### config.mk
export PLATFORM = sky130hd
export DESIGN_NAME = ptp_ts_queue
export DESIGN_NICKNAME = d
export VERILOG_FILES = /design/src/rtl/ptp_tsu_pkg.sv /design/src/rtl/ptp_sync_fifo.sv /design/src/rtl/ptp_ts_queue.sv
export SDC_FILE = /design/constraint.sdc
export NUM_CORES = 2
export LEC_CHECK = 0
export BUFFER_PORTS_ARGS = -buffer_cell sky130_fd_sc_hd__buf_2
export CAP_MARGIN = 20
export CELL_PAD_IN_SITES_DETAIL_PLACEMENT = 0
export CELL_PAD_IN_SITES_GLOBAL_PLACEMENT = 1
export CORE_UTILIZATION = 42
export DETAILED_ROUTE_END_ITERATION = 10
export GPL_ROUTABILITY_DRIVEN = 0
export GPL_TIMING_DRIVEN = 0
export PLACE_DENSITY_LB_ADDON = 0.1
export SLEW_MARGIN = 20
export SYNTH_ARGS = -nofsm -noshare
export SYNTH_HDL_FRONTEND = slang
export SYNTH_SLANG_ARGS = --single-unit
### constraint.sdc
create_clock -name clk -period 62.9 [get_ports clk]
set_input_delay 9.435 -clock clk [delete_from_list [all_inputs] [get_ports clk]]
set_output_delay 9.435 -clock clk [all_outputs]
set_load 0.05 [all_outputs]
### src/rtl/ptp_tsu_pkg.sv
// Shared definitions for the PTP timestamp unit.
// Entry layout: msgid, seqid, then 80-bit timestamp.
package ptp_tsu_pkg;

    localparam int PTP_INFOR_W = 92;

    localparam int MSGID_HI  = 91;
    localparam int MSGID_LO  = 88;
    localparam int SEQID_HI  = 87;
    localparam int SEQID_LO  = 80;
    localparam int TS_SEC_HI = 79;
    localparam int TS_SEC_LO = 32;
    localparam int TS_NS_HI  = 31;
    localparam int TS_NS_LO  = 0;

    typedef logic [PTP_INFOR_W-1:0] ptp_infor_t;

    typedef struct packed {
        logic [3:0]  msgid;
        logic [7:0]  seqid;
        logic [47:0] ts_sec;
        logic [31:0] ts_ns;
    } ptp_fields_t;

    function automatic logic [7:0] get_seqid(input ptp_infor_t e);
        return e[SEQID_HI:SEQID_LO];
    endfunction

endpackage

### src/rtl/ptp_sync_fifo.sv
// Generic single-clock register FIFO with count-based occupancy.
// Clear has priority over push and pop.
import ptp_tsu_pkg::*;

module ptp_sync_fifo #(
    parameter int WIDTH = PTP_INFOR_W,
    parameter int DEPTH = 16,
    parameter int AW    = 4
) (
    input  logic             clk,
    input  logic             rst,
    input  logic             clr_i,
    input  logic             push_i,
    input  logic             pop_i,
    input  logic [WIDTH-1:0] din_i,
    output logic [WIDTH-1:0] dout_o,
    output logic [AW:0]      count_o,
    output logic [AW:0]      count_nxt_o,
    output logic             push_ok_o,
    output logic             pop_ok_o,
    output logic             full_o,
    output logic             empty_o
);

    localparam logic [AW:0] FULL_CNT = (AW+1)'(DEPTH);

    logic [WIDTH-1:0] mem_q [DEPTH];
    logic [AW-1:0]    rd_ptr_q, rd_ptr_d;
    logic [AW-1:0]    wr_ptr_q, wr_ptr_d;
    logic [AW:0]      count_q, count_d;
    logic             push_ok, pop_ok;

    assign full_o  = (count_q == FULL_CNT);
    assign empty_o = (count_q == '0);

    always_comb begin
        pop_ok   = pop_i & ~empty_o & ~clr_i;
        // A full FIFO still takes a push when a pop frees the slot.
        push_ok  = push_i & (~full_o | pop_ok) & ~clr_i;
        rd_ptr_d = rd_ptr_q;
        wr_ptr_d = wr_ptr_q;
        count_d  = count_q;
        if (clr_i) begin
            rd_ptr_d = '0;
            wr_ptr_d = '0;
            count_d  = '0;
        end else begin
            if (pop_ok)
                rd_ptr_d = rd_ptr_q + AW'(1);
            if (push_ok)
                wr_ptr_d = wr_ptr_q + AW'(1);
            if (push_ok && !pop_ok)
                count_d = count_q + (AW+1)'(1);
            else if (pop_ok && !push_ok)
                count_d = count_q - (AW+1)'(1);
        end
    end

    always_ff @(posedge clk or posedge rst) begin
        if (rst) begin
            rd_ptr_q <= '0;
            wr_ptr_q <= '0;
            count_q  <= '0;
        end else begin
            rd_ptr_q <= rd_ptr_d;
            wr_ptr_q <= wr_ptr_d;
            count_q  <= count_d;
        end
    end

    always_ff @(posedge clk or posedge rst) begin
        if (rst) begin
            for (int i = 0; i < DEPTH; i++)
                mem_q[i] <= '0;
        end else if (push_ok) begin
            mem_q[wr_ptr_q] <= din_i;
        end
    end

    assign dout_o      = mem_q[rd_ptr_q];
    assign count_o     = count_q;
    assign count_nxt_o = count_d;
    assign push_ok_o   = push_ok;
    assign pop_ok_o    = pop_ok;

endmodule

### src/rtl/ptp_ts_queue.sv
// PTP timestamp queue: FIFO of parser entries with host status.
// Adds saturating overflow count, sticky underflow and irq flop.
import ptp_tsu_pkg::*;

module ptp_ts_queue #(
    parameter int DEPTH     = 16,
    parameter int AW        = 4,
    parameter int IRQ_LEVEL = 1
) (
    input  logic                   clk,
    input  logic                   rst,
    input  logic                   ptp_found,
    input  logic [PTP_INFOR_W-1:0] ptp_infor,
    input  logic                   q_rd,
    input  logic                   q_clear,
    output logic [PTP_INFOR_W-1:0] q_rd_data,
    output logic                   q_empty,
    output logic                   q_full,
    output logic [AW:0]            q_count,
    output logic [7:0]             q_ovf_cnt,
    output logic                   q_udf,
    output logic                   q_irq
);

    localparam logic [AW:0] IRQ_LVL = (AW+1)'(IRQ_LEVEL);

    logic [AW:0] count_nxt;
    logic        push_ok;
    logic        pop_ok;
    logic [7:0]  ovf_q, ovf_d;
    logic        udf_q, udf_d;
    logic        irq_q, irq_d;

    ptp_sync_fifo #(
        .WIDTH (PTP_INFOR_W),
        .DEPTH (DEPTH),
        .AW    (AW)
    ) u_fifo (
        .clk         (clk),
        .rst         (rst),
        .clr_i       (q_clear),
        .push_i      (ptp_found),
        .pop_i       (q_rd),
        .din_i       (ptp_infor),
        .dout_o      (q_rd_data),
        .count_o     (q_count),
        .count_nxt_o (count_nxt),
        .push_ok_o   (push_ok),
        .pop_ok_o    (pop_ok),
        .full_o      (q_full),
        .empty_o     (q_empty)
    );

    always_comb begin
        ovf_d = ovf_q;
        udf_d = udf_q;
        irq_d = (count_nxt >= IRQ_LVL);
        if (q_clear) begin
            ovf_d = '0;
            udf_d = 1'b0;
        end else begin
            // A rejected push can only mean the FIFO was full.
            if (ptp_found && !push_ok && ovf_q != 8'hFF)
                ovf_d = ovf_q + 8'd1;
            if (q_rd && q_empty)
                udf_d = 1'b1;
        end
    end

    always_ff @(posedge clk or posedge rst) begin
        if (rst) begin
            ovf_q <= '0;
            udf_q <= 1'b0;
            irq_q <= 1'b0;
        end else begin
            ovf_q <= ovf_d;
            udf_q <= udf_d;
            irq_q <= irq_d;
        end
    end

    assign q_ovf_cnt = ovf_q;
    assign q_udf     = udf_q;
    assign q_irq     = irq_q;

endmodule

==> impl_metrics.tcl <==
set metrics [dict create \
    result_of_the_run "complete, no violations" \
    cp_slowest_cell "sky130_fd_sc_hd__buf_2" \
    ys_async_sr_fraction 1.00 \
    crit_type "flop to primary output" \
    global_route.usage.total 0.240 \
    dominantRegCellSynth "sky130_fd_sc_hd__dfrtp_1" \
    route.final.wire_length_mm 206 \
    fillerInstances 14700 \
    critPathArrivalTime_ns 4.55 \
    grt_start_max_net_pins 105 \
    regToRegStartpoint "u_fifo.count_o[1]" \
    vias 41100 \
    drt-pass1-iter-count 5 \
    mean_instance_size_in_the_synthesized_netlist_sq_um 15.6 \
    power_report.internal_total_mw 1.97 \
    netlist-cell-type-count 55 \
    cts-htree-levels 4 \
    syn_area_sq_um 72100 \
    synth_top_cell_by_area "sky130_fd_sc_hd__dfrtp_1" \
    number_of_enable_type_register_cells_in_the_synthesized_netlist 0 \
    maximum_clock_insertion_buffer_count 3 \
    clk_latency_ns 0.81 \
    grt_overflow 0 \
    cts.root.buffer_cell "sky130_fd_sc_hd__clkbuf_16" \
    drtAntennaViolNets 0 \
    setup_total_negative_slack_ns 0 \
    postCtsSetupRepairBufs 0 \
    hpwl_mm 134 \
    whs_path_depth 2 \
    min_from "q_udf" \
    area_growth_pct 14.0 \
    r2r_slack_ns 59.92 \
    timing.max_slew.rel_slack 0.224 \
    synthCells 4621 \
    postCtsHoldBufs 0 \
    crit_path_max_incr_delay_ns 0.76 \
    placementRows 151 \
    powerDensity_nw_per_um2 35.1 \
    critical_path.startpoint "u_fifo.rd_ptr_q[0]" \
    required_time_of_the_worst_setup_path_ns 53.47 \
    core_sq_um 170000 \
    hold-worst-slack_ns 0.491 \
    switching_share 0.315 \
    p_clk_frac 0.352 \
    initial_core_utilization 0.424 \
    grt_pass1_vias 43600 \
    path_cells "clkbuf_1 > buf_2 > buf_2 > buf_2 > mux2i_1 > a221oi_1 > o21ai_0 > nand2_1 > buf_2" \
    rr_worst_depth 8 \
    max-cap-violations 0 \
    grt_setup_unrepaired "false" \
    grt_pass1_wl_mm 307 \
    flip_flop_and_latch_count_after_synthesis 1495 \
    finalHoldViolCount 0 \
    numClockSinks 1495 \
    avgViaCountPerCell 5.57 \
    layout_worst_path_cycle_share 0.222 \
    hp-class "flop to flop" \
    grt_antenna_before_repair 20 \
    post_synth_net_total 4727 \
    synth_seq_area_share 0.519 \
    detail_route.drc_violations 0 \
    power.switching_mw 0.909 \
    critical_path.endpoint_type "primary output" \
    crit_top_cell "sky130_fd_sc_hd__buf_2" \
    post_layout_nets 5123 \
    synth_top_cells_by_area "sky130_fd_sc_hd__dfrtp_1, sky130_fd_sc_hd__mux2_4, sky130_fd_sc_hd__mux2_2" \
    share_of_total_power_in_combinational_logic 0.261 \
    cts_made_buffers 170 \
    cp.depth 9 \
    floorplan.io_pins 206 \
    critPathBufInv 5 \
    cellLeakagePower_nw 40.9 \
    slew_violations 0 \
    clk_pin_slew_ns 0.06 \
    count_of_input_and_output_buffers 203 \
    timing.final.crit_period_ns 13.99 \
    cp_max_fo 10 \
    power.share.sequential 0.387 \
    routed_wire_length_per_instance_um 27.9 \
    vdd_ir_drop_max_mv 0.0301 \
    drt_first_iter_violations 2553 \
    critical_path.top_delay_family "buffers and inverters" \
    finClkSkew_ns 0.0274 \
    startpoint_type "flop" \
    dieArea_sq_um 173000 \
    max_slew.worst_pin.slew_ns 1.16 \
    utilization 0.484 \
    die_h_um 416 \
    cts_repair_resize_count 0 \
    setup_violations 0 \
    ys_warn_count 0 \
    yosysTopAreaCellShare 0.519 \
    die_x_um 416 \
    maximum_achievable_frequency_mhz 71.5 \
    clock_tree_from_tritoncts "built" \
    post_route_cells_drive_above_1_share 0.483 \
]
[tightest hold or removal path, cell delays in order (launching register included)]
cell and delay [ns]:
sky130_fd_sc_hd__dfrtp_1 0.34, sky130_fd_sc_hd__a21oi_1 0.04, sky130_fd_sc_hd__nor2_1 0.07
[area by class of cell]
| class | count | area (sq um) | share of cell area |
|---|---|---|---|
| antenna | 7 | 17.5 | 0.000213 |
| multi-input combinational | 2702 | 31700 | 0.386 |
| buffer | 413 | 2950 | 0.0359 |
| sequential | 1495 | 37400 | 0.455 |
| clock inverter | 48 | 624 | 0.00760 |
| inverter | 11 | 50.0 | 0.000609 |
| tap | 2218 | 2780 | 0.0338 |
| timing repair buffer | 224 | 1570 | 0.0191 |
| clock buffer | 256 | 5040 | 0.0614 |
[power by group through the flow]
| stage | logic (mW) | registers (mW) | clock network (mW) |
|---|---|---|---|
| final | 0.753 | 1.12 | 1.01 |
| after global routing | 0.795 | 1.13 | 1.08 |
| after detailed placement | 0.764 | 1.13 | 0 |
| after global placement | 0.757 | 1.14 | 0 |
| after floorplan | 0.554 | 1.13 | 0 |
| after CTS | 0.765 | 1.11 | 1.04 |
[cells by family after synthesis]
family,synth area share
mux,0.382
xor+xnor,0.00182
simple gates,0.0120
fa+ha+maj,0.00156
buf+inv,0.0412
flops,0.519
compound gates,0.0422
[registers in the layout (all words and copies together) (netlist names)]
signal	flops
u_fifo.count_o	5
u_fifo.wr_ptr_q	4
q_irq	1
q_udf	1
q_ovf_cnt	8
u_fifo.rd_ptr_q	4
u_fifo.mem_q	1472
[worst paths after layout]
kind | to
min reg2reg | q_udf
max reg2reg | u_fifo.mem_q[1076]
min in group asynchronous | q_ovf_cnt[3]
min | q_udf
max in group asynchronous | u_fifo.mem_q[1147]
max | q_rd_data[32]
[through the flow]
stage / setup WS [ns] / instances / area (sq um) / power [mW]
floorplan: 11.29 / 4621 / 72100 / 1.68
global placement: -7.55 / 7042 / 75900 / 1.89
detailed placement: 49.63 / 7063 / 76500 / 1.89
CTS: 48.74 / 7367 / 82100 / 2.92
global route: 48.58 / 7372 / 82100 / 3.00
finish: 48.91 / 7374 / 82100 / 2.88
[Yosys cell counts (4+ instances only)]
library cell	count
sky130_fd_sc_hd__nand2_1	100
sky130_fd_sc_hd__a21oi_1	99
sky130_fd_sc_hd__nand3_4	7
sky130_fd_sc_hd__mux4_2	184
sky130_fd_sc_hd__a221oi_1	92
sky130_fd_sc_hd__a22oi_1	92
sky130_fd_sc_hd__buf_6	29
sky130_fd_sc_hd__mux2_4	800
sky130_fd_sc_hd__buf_1	4
sky130_fd_sc_hd__nor2b_1	4
sky130_fd_sc_hd__xnor2_1	11
sky130_fd_sc_hd__clkbuf_1	190
sky130_fd_sc_hd__nor3_1	4
sky130_fd_sc_hd__mux2i_1	278
sky130_fd_sc_hd__nand3_1	6
sky130_fd_sc_hd__dfrtp_1	1495
sky130_fd_sc_hd__buf_12	57
sky130_fd_sc_hd__inv_1	10
sky130_fd_sc_hd__mux2_2	765
sky130_fd_sc_hd__nor3b_1	4
sky130_fd_sc_hd__buf_2	123
sky130_fd_sc_hd__nor2_1	22
sky130_fd_sc_hd__ha_1	9
sky130_fd_sc_hd__o21ai_0	185
sky130_fd_sc_hd__nand4_1	6
sky130_fd_sc_hd__buf_8	6
sky130_fd_sc_hd__xor2_1	4
[routing by layer]
layer,GRT usage,vias to the layer above,part of all wire
met5,0,-,0.00029
met2,0.387,732,0.48
li1,-,17900,-
met3,0.0344,265,0.034
met4,0.0610,10,0.021
met1,0.339,22200,0.47
[cell usage in the layout (no fill, tap or decap), types with 6 or more instances in the layout]
cell	count
sky130_fd_sc_hd__clkbuf_8	36
sky130_fd_sc_hd__ha_1	9
sky130_fd_sc_hd__clkbuf_1	219
sky130_fd_sc_hd__buf_2	326
sky130_fd_sc_hd__mux2_2	765
sky130_fd_sc_hd__buf_16	19
sky130_fd_sc_hd__mux2i_1	278
sky130_fd_sc_hd__buf_12	58
sky130_fd_sc_hd__buf_6	30
sky130_fd_sc_hd__mux4_2	184
sky130_fd_sc_hd__a221oi_1	92
sky130_fd_sc_hd__a22oi_1	92
sky130_fd_sc_hd__bufinv_16	13
sky130_fd_sc_hd__buf_8	6
sky130_fd_sc_hd__o21ai_0	185
sky130_fd_sc_hd__nand4_1	6
sky130_fd_sc_hd__clkbuf_16	175
sky130_fd_sc_hd__dfrtp_1	1495
sky130_fd_sc_hd__nand3_4	7
sky130_fd_sc_hd__nor2_1	22
sky130_fd_sc_hd__nand2_1	100
sky130_fd_sc_hd__mux2_4	800
sky130_fd_sc_hd__diode_2	7
sky130_fd_sc_hd__clkinv_2	28
sky130_fd_sc_hd__clkbuf_2	17
sky130_fd_sc_hd__a21oi_1	99
sky130_fd_sc_hd__nand3_1	6
sky130_fd_sc_hd__xnor2_1	11
sky130_fd_sc_hd__inv_1	9
(Power assumes the default switching activity.)
